$ cat src/rtl/dbs_pkg.sv
// Shared types for the door beam sequencer: FSM state encoding and filtered beam-pair codes.
package dbs_pkg;

   typedef enum logic [2:0] {
      IDLE  = 3'd0,
      E1    = 3'd1,
      E2    = 3'd2,
      E3    = 3'd3,
      X1    = 3'd4,
      X2    = 3'd5,
      X3    = 3'd6,
      ABORT = 3'd7
   } dbs_state_e;

   // Beam pair codes are {A, B}
   localparam logic [1:0] B_NONE = 2'b00;
   localparam logic [1:0] B_A    = 2'b10;
   localparam logic [1:0] B_B    = 2'b01;
   localparam logic [1:0] B_BOTH = 2'b11;

endpackage

$ cat src/rtl/beam_debounce.sv
// One beam input path: 2-flop synchroniser followed by a stable-sample debounce filter.
module beam_debounce #(
   parameter int unsigned DEBOUNCE_CYCLES = 4
) (
   input  logic clk,
   input  logic clr,
   input  logic raw,
   output logic filt
);

   localparam int unsigned CW = (DEBOUNCE_CYCLES > 1) ? $clog2(DEBOUNCE_CYCLES) : 1;
   localparam logic [CW-1:0] CNT_LAST = CW'(DEBOUNCE_CYCLES - 1);

   logic [1:0]    sync_q;
   logic [CW-1:0] cnt_q, cnt_d;
   logic          filt_q, filt_d;
   logic          synced;

   assign synced = sync_q[1];
   assign filt   = filt_q;

   // Count consecutive synced samples that disagree with the filtered value; any agreeing
   // sample restarts the count.
   always_comb begin
      cnt_d  = '0;
      filt_d = filt_q;
      if (synced != filt_q) begin
         if (cnt_q == CNT_LAST) begin
            filt_d = synced;
         end else begin
            cnt_d = cnt_q + 1'b1;
         end
      end
   end

   always_ff @(posedge clk or posedge clr) begin
      if (clr) begin
         sync_q <= 2'b00;
         cnt_q  <= '0;
         filt_q <= 1'b0;
      end else begin
         sync_q <= {sync_q[0], raw};
         cnt_q  <= cnt_d;
         filt_q <= filt_d;
      end
   end

endmodule

$ cat src/rtl/door_beam_sequencer.sv
// Turns two door beams into IN/OUT/ERR event pulses by tracking the beam-break order.
// Optional feature: define DBS_ERR_COUNT_EN to add the saturating ERR_CNT abort counter.
module door_beam_sequencer
   import dbs_pkg::*;
#(
   parameter int unsigned DEBOUNCE_CYCLES = 4,
   parameter int unsigned TIMEOUT_CYCLES  = 64,
   parameter int unsigned CNT_W           = 8
) (
   input  logic             clk,
   input  logic             CLR,
   input  logic             BEAM_A,
   input  logic             BEAM_B,
   output logic             IN,
   output logic             OUT,
   output logic             ERR,
   output logic             BUSY
`ifdef DBS_ERR_COUNT_EN
   ,
   output logic [CNT_W-1:0] ERR_CNT
`endif
);

   localparam logic [CNT_W-1:0] TMO_LAST = CNT_W'(TIMEOUT_CYCLES - 1);

   logic             filt_a, filt_b;
   logic [1:0]       ab;
   dbs_state_e       state_q, state_d;
   logic [CNT_W-1:0] tmo_q, tmo_d;
   logic             in_d, out_d, err_d;
   logic             tracking;

   beam_debounce #(
      .DEBOUNCE_CYCLES(DEBOUNCE_CYCLES)
   ) u_deb_a (
      .clk (clk),
      .clr (CLR),
      .raw (BEAM_A),
      .filt(filt_a)
   );

   beam_debounce #(
      .DEBOUNCE_CYCLES(DEBOUNCE_CYCLES)
   ) u_deb_b (
      .clk (clk),
      .clr (CLR),
      .raw (BEAM_B),
      .filt(filt_b)
   );

   assign ab       = {filt_a, filt_b};
   assign tracking = !(state_q inside {IDLE, ABORT});
   assign BUSY     = (state_q != IDLE);

   always_comb begin
      state_d = state_q;
      in_d    = 1'b0;
      out_d   = 1'b0;
      unique case (state_q)
         IDLE: case (ab)
            B_A:     state_d = E1;
            B_B:     state_d = X1;
            B_BOTH:  state_d = ABORT;
            default: ;
         endcase
         E1: case (ab)
            B_BOTH:  state_d = E2;
            B_NONE:  state_d = IDLE;
            B_B:     state_d = ABORT;
            default: ;
         endcase
         E2: case (ab)
            B_B:     state_d = E3;
            B_A:     state_d = E1;
            B_NONE:  state_d = ABORT;
            default: ;
         endcase
         E3: case (ab)
            B_NONE: begin
               state_d = IDLE;
               in_d    = 1'b1;
            end
            B_BOTH:  state_d = E2;
            B_A:     state_d = ABORT;
            default: ;
         endcase
         X1: case (ab)
            B_BOTH:  state_d = X2;
            B_NONE:  state_d = IDLE;
            B_A:     state_d = ABORT;
            default: ;
         endcase
         X2: case (ab)
            B_A:     state_d = X3;
            B_B:     state_d = X1;
            B_NONE:  state_d = ABORT;
            default: ;
         endcase
         X3: case (ab)
            B_NONE: begin
               state_d = IDLE;
               out_d   = 1'b1;
            end
            B_BOTH:  state_d = X2;
            B_B:     state_d = ABORT;
            default: ;
         endcase
         ABORT: begin
            if (ab == B_NONE) state_d = IDLE;
         end
         default: state_d = IDLE;
      endcase

      // Timeout only fires when the beams asked to stay put, so a real transition wins.
      if (tracking && (state_d == state_q) && (tmo_q == TMO_LAST)) state_d = ABORT;

      err_d = (state_d == ABORT) && (state_q != ABORT);
      tmo_d = (tracking && (state_d == state_q)) ? tmo_q + 1'b1 : '0;
   end

   always_ff @(posedge clk or posedge CLR) begin
      if (CLR) begin
         state_q <= IDLE;
         tmo_q   <= '0;
         IN      <= 1'b0;
         OUT     <= 1'b0;
         ERR     <= 1'b0;
      end else begin
         state_q <= state_d;
         tmo_q   <= tmo_d;
         IN      <= in_d;
         OUT     <= out_d;
         ERR     <= err_d;
      end
   end

`ifdef DBS_ERR_COUNT_EN
   always_ff @(posedge clk or posedge CLR) begin
      if (CLR) begin
         ERR_CNT <= '0;
      end else if (err_d && (ERR_CNT != '1)) begin
         ERR_CNT <= ERR_CNT + 1'b1;
      end
   end
`endif

endmodule

$ cat config.mk
export PLATFORM = sky130hd
export DESIGN_NAME = door_beam_sequencer
export DESIGN_NICKNAME = d
export VERILOG_FILES = /design/src/rtl/dbs_pkg.sv /design/src/rtl/beam_debounce.sv /design/src/rtl/door_beam_sequencer.sv
export SDC_FILE = /design/constraint.sdc
export NUM_CORES = 1
export LEC_CHECK = 0
export CAP_MARGIN = 30
export CORE_UTILIZATION = 65
export CTS_BUF_LIST = sky130_fd_sc_hd__clkbuf_4 sky130_fd_sc_hd__clkbuf_8
export DETAILED_ROUTE_END_ITERATION = 7
export PLACE_DENSITY = 0.84
export SYNTH_ARGS = -nofsm -noshare
export SYNTH_HDL_FRONTEND = slang
export SYNTH_HIERARCHICAL = 1
export SYNTH_SLANG_ARGS = --single-unit
$ cat constraint.sdc
create_clock -name clk -period 2.6 [get_ports clk]
set_input_delay 0.65 -clock clk [delete_from_list [all_inputs] [get_ports clk]]
set_output_delay 0.65 -clock clk [all_outputs]
set_load 0.005 [all_outputs]
Word-level counts from Yosys, hierarchy flattened. Index checks and enable logic that the tools add are counted.

Register bits after elaboration: 24. Bits in latches: 0. Memory bits (writable): 0. Memory bits (read-only): 0. Input bits: 4. Output and inout bits: 4. Logic and storage cells: 62. Memories kept: 0.

Add/subtract/negate cells: 3. Multiply operators: 0. Divide/modulo/power cells: 0. Order comparisons: 0. Eq/ne operators: 19. Shift-type cells: 0. Multiplexer cells: 18. Bitwise gates (word level): 0. Reduce and logical (&&, ||, !) cells: 11.

Operators by type and width (count): $pmux 3 s3 (7); $pmux 3 s8 (1); $eq 3x3->1 const B (5); $add 8x1->8 const B (1); $eq 2x2->1 const B (4); $eq 8x6->1 const B (1); $mux 2 (4); $mux 8 (1); $eq 3x2->1 const B (2); $eq 3x3->1 (2); $mux 3 (2); $add 2x1->2 const B (2); $logic_and 1x1->1 (4); $reduce_and 2->1 (2); $eq 3x1->1 const B (1); $logic_not 3->1 (1); $mux 1 (3); $ne 3x3->1 const B (1); $reduce_bool 3->1 (1); $eq 2x1->1 const B (1); $logic_not 2->1 (1); $ne 1x1->1 (2); $reduce_bool 2->1 (1); $logic_not 1->1 (1).

Longest topological paths before layout.
Word-level depth: 10. Mapped depth: 8. Mapped depth without buffers: 6.

Hierarchy. The synthesis kept the hierarchy.

By module, submodules not included: door_beam_sequencer (instances 1, cells each 127, area each 1071.0 um^2, seq. area each 350.3 um^2); beam_debounce (instances 2, cells each 11, area each 177.7 um^2, seq. area each 125.1 um^2).

Least setup slack after synthesis. Ideal clock, no wire load.

Path type: register to register. From: register u_deb_b.filt_q, in the netlist u_deb_b/filt. To: register tmo_q[5]. Library setup time: 0.119 ns. Arrival time: 1.526 ns. Data required time: 2.481 ns. Path slack: 0.955 ns. Stages on the path, launching flop included: 9. Buffers on the path: 2. Period minus slack after synthesis: 1.645 ns. Cells stage by stage: dfrtp_1 > buf_4 > nor2b_1 > a22o_1 > a211oi_2 > nor3_2 > or2_1 > buf_6 > nor2_2.

Longest elaborated chain between the ends: 10. Elaborated cells on any way between the ends: 20. Classes of those cells: eq/ne (5); mux (11); reduce/logical (4).

Ends and longest elaborated chain: start: declaration (RTL line beam_debounce.sv:16) `logic filt_q, filt_d;`; start signal: assignment (RTL line beam_debounce.sv:44) `filt_q <= filt_d;`; $eq 2x1->1 (tied with other cells); $pmux 3 s3 (tied with other cells) (RTL line door_beam_sequencer.sv:99) `X3: case (ab)`; $pmux 3 s8 (*) (RTL line door_beam_sequencer.sv:59) `unique case (state_q)`; $eq 3x3->1 (RTL line door_beam_sequencer.sv:115) `if (tracking && (state_d == state_q) && (tmo_q == TMO_LAST)) state_d = ABORT;`; $logic_and 1x1->1 (2 in series) (RTL line door_beam_sequencer.sv:115); $mux 3 (*) (RTL line door_beam_sequencer.sv:115); $eq 3x3->1 (*) (RTL line door_beam_sequencer.sv:118) `tmo_d = (tracking && (state_d == state_q)) ? tmo_q + 1'b1 : '0;`; $logic_and 1x1->1 (*) (RTL line door_beam_sequencer.sv:118); $mux 8 (*) (RTL line door_beam_sequencer.sv:118); net tmo_d[5] (RTL line door_beam_sequencer.sv:29) `logic [CNT_W-1:0] tmo_q, tmo_d;`; end signal: assignment (RTL line door_beam_sequencer.sv:130) `tmo_q <= tmo_d;`; end: declaration (RTL line door_beam_sequencer.sv:29).

Mark *: on every way through the listed nets, which the timed path passes. The rest lies on a longest branch. A chain may end at the register's enable or synchronous reset.

Worst setup path after layout.
From: register state_q[2]. To: output port BUSY.

Longest elaborated chain between the ends: 1.

Ends and longest elaborated chain: start: declaration (RTL line door_beam_sequencer.sv:28) `dbs_state_e state_q, state_d;`; start signal: assignment (RTL line door_beam_sequencer.sv:129) `state_q <= state_d;`; $reduce_bool 3->1 (RTL line door_beam_sequencer.sv:53) `assign BUSY = (state_q != IDLE);`; end: declaration (RTL line door_beam_sequencer.sv:17) `output logic BUSY`.

Every way passes these cells.

==> metrics.md <==
| Metric | Value |
|---|---|
| Status | `finished, final reports clean` |
| Crit path required time | `1.95 ns` |
| Gr ovfl total | `0` |
| CTS tree | `built` |
| Layout cells sized above 1 | `0.183` |
| Final setup fails | `0` |
| CTS Hold Bufs | `0` |
| Post-CTS setup buffer count | `0` |
| Drt wl/cell | `14.7 um` |
| Clk_skew | `0.00838 ns` |
| CP Capture Point | `BUSY` |
| Post-cts sizing count | `0` |
| Initial DRC Count | `51` |
| Minimum clock period | `2.46 ns` |
| Clk sinks | `24` |
| Post-synth ARST share | `1.00` |
| Die span in x | `48.8 um` |
| Average cell area after synthesis | `9.57 um^2` |
| Post-Syn Area | `0.00143 mm^2` |
| Final Hold Viols | `0` |
| Worst-path cell chain | `or3_1, clkdlybuf4s50_1` |
| Most common cell after layout, fill and taps aside | `dfrtp_1` |
| Register bit total from synthesis | `24` |
| CP max-delay cell | `dfrtp_1` |
| Library cells used by synthesis | `46` |
| Worst Tran Pin Value | `0.599 ns` |
| Peak supply drop | `1.03 mV` |
| P&R area growth vs syn | `6.32%` |
| Crit end category | `primary output` |
| Reg2reg end | `tmo_q[3]` |
| Flip-flop and latch area | `601 um^2` |
| Count of filler cells inserted in the layout | `139` |
| Core ar. | `0.00202 mm^2` |
| Synthesized Nets | `156` |
| Number of I/O pins | `8` |
| R2R Setup Slk | `0.39 ns` |
| Synthesis warning total | `6` |
| H-tree Lvls | `1` |
| CTS buffer count | `3` |
| Placed Area | `0.00148 mm^2` |
| Critical Path AT | `1.81 ns` |
| Worst-path clk slew | `0.13 ns` |
| Synthesized instance count | `149` |
| Crit-path max FO | `20` |
| DR pass1 iterations | `4` |
| Post-synth EDFFs | `0` |
| Fin crit share | `0.947` |
| Vias in the first global route | `1088` |
| Most frequent cells in the layout | `dfrtp_1, nand2_1, o21ai_0` |
| Place WS | `0.435 ns` |
| All-Layer GR Usage | `0.262` |
| Root Buffer | `clkbuf_4` |
| Pwr dens | `1160 mW/mm^2` |
| Net count, final | `161` |
| Max-slew headroom | `0.601` |
| Initial antenna violation count | `0` |
| Setup TNS | `0 ns` |
| Global-route wire length before repair | `4.83 mm` |
| FMAX | `0.406 GHz` |
| Total power | `1.76 mW` |
| # rows | `16` |
| Area of the multi-input gates | `719 um^2` |
| Full die area | `0.00239 mm^2` |
| Worst-Skew Late Latency | `0.31 ns` |
| Max Buffers Root-to-Sink | `2` |
| Antenna-violating nets left | `0` |
| Largest net degree at the start of global routing | `21` |
| Fin util | `0.750` |
| Number of vias per cell | `6.01` |
| Chip height | `48.8 um` |
| Crit. Startpoint | `state_q[2]` |
| DR DRC count | `0` |
| R2r startpoint | `u_deb_b/filt` |
| Startpoint Class | `flip-flop` |
| Input/output buffers | `7` |
| Worst setup margin | `0.139 ns` |
| Dpl hpwl | `1.98 mm` |
| Top FF cell, synth | `dfrtp_1` |
| Maxcap violations | `0` |
| ANT cells | `0` |
| Fin. max-slew vios | `0` |
| Initial Util | `0.705` |
| Global placer's final weighted congestion | `0.950` |
| Setup Crit Path Kind | `flip-flop to primary output` |
| RSZ-0062 raised after global routing | `no` |
| Seq/Total Area, Yosys | `0.421` |
| HP Class | `flip-flop to flip-flop` |
| Crit path largest cell delay | `0.62 ns` |
| Wirelength, routed | `2.64 mm` |
| Static Leakage | `0.644 nW` |
| Final Cell Area | `0.00152 mm^2` |
| R2R depth | `6` |
| DR vias | `1082` |
[cell type report]
cell class,instances,area share
Sequential cell,24,0.396
Clock buffer,4,0.0239
Timing Repair Buffer,11,0.0660
Inverter,7,0.0173
Tap cell,27,0.0223
Multi-Input combinational cell,107,0.474
[flip-flops by register name (all words and copies together), names as in the netlist]
| name | count |
|---|---|
| tmo_q | 8 |
| ERR | 1 |
| u_deb_a/filt | 1 |
| u_deb_b/sync_q | 2 |
| u_deb_b/cnt_q | 2 |
| u_deb_a/sync_q | 2 |
| u_deb_a/cnt_q | 2 |
| OUT | 1 |
| IN | 1 |
| u_deb_b/filt | 1 |
| state_q | 3 |
[synthesized netlist by cell type (4+ instances only)]
library cell,instances,share of area
nor2_2,8,0.035
nor2_1,9,0.024
a21oi_1,6,0.021
buf_2,4,0.014
inv_1,6,0.016
dfrtp_1,24,0.42
o21ai_0,10,0.035
nand2_1,12,0.032
xor2_1,4,0.025
nor2b_1,5,0.022
nand3_1,4,0.014
buf_6,4,0.032
xnor2_1,6,0.037
[worst max-delay path: cells and delay by family, from the launching register on]
family,cells,cell delay [ns]
buf+inv,1,0.45
flops,1,0.62
simple gates,1,0.43
[metal layers]
metal  part of all wire  up-vias  GRT usage  wire length, um
li1                   -      528          -                -
met2               0.50       44      0.435             1310
met4             0.0034        0     0.0637                9
met5                  0        -          0                0
met3              0.057        2     0.0312              150
met1               0.44      508      0.368             1160
[report_power, final]
group | switching [mW] | internal, mW | leakage [nW]
sequential | 0.185 | 0.463 | 0.308
combinational | 0.501 | 0.418 | 0.315
clock | 0.105 | 0.0854 | 0.0210
[metrics by stage]
stage / instances / hold WS [ns]
after global placement: 176 / 0.334
after CTS: 180 / 0.360
final: 180 / 0.356
after global routing: 180 / 0.379
after detailed placement: 176 / 0.337
after floorplan: 149 / 0.331
[cells by family after synthesis]
kind of cell	count (synthesis)	share of synthesized area
buffers and inverters	18	0.0746
XOR/XNOR	10	0.0614
AO/OA/AOI/OAI	33	0.164
adder cells (fa/ha/maj)	3	0.0263
AND/OR/NAND/NOR	58	0.230
multiplexers	3	0.0228
flip-flops	24	0.421
[worst min-delay path by stage]
stage / start / endpoint / slack, ns / cells after the start
2_1_floorplan: u_deb_a/sync_q[0] / u_deb_a/sync_q[1] / 0.33 / 0
3_3_place_gp: u_deb_b/sync_q[0] / u_deb_b/sync_q[1] / 0.33 / 0
3_5_place_dp: u_deb_b/sync_q[0] / u_deb_b/sync_q[1] / 0.34 / 0
4_1_cts: u_deb_b/sync_q[0] / u_deb_b/sync_q[1] / 0.36 / 0
5_1_grt: u_deb_b/sync_q[0] / u_deb_b/sync_q[1] / 0.38 / 0
6_report: u_deb_b/sync_q[0] / u_deb_b/sync_q[1] / 0.36 / 0
No activity file was read; power rests on OpenSTA's default activity.
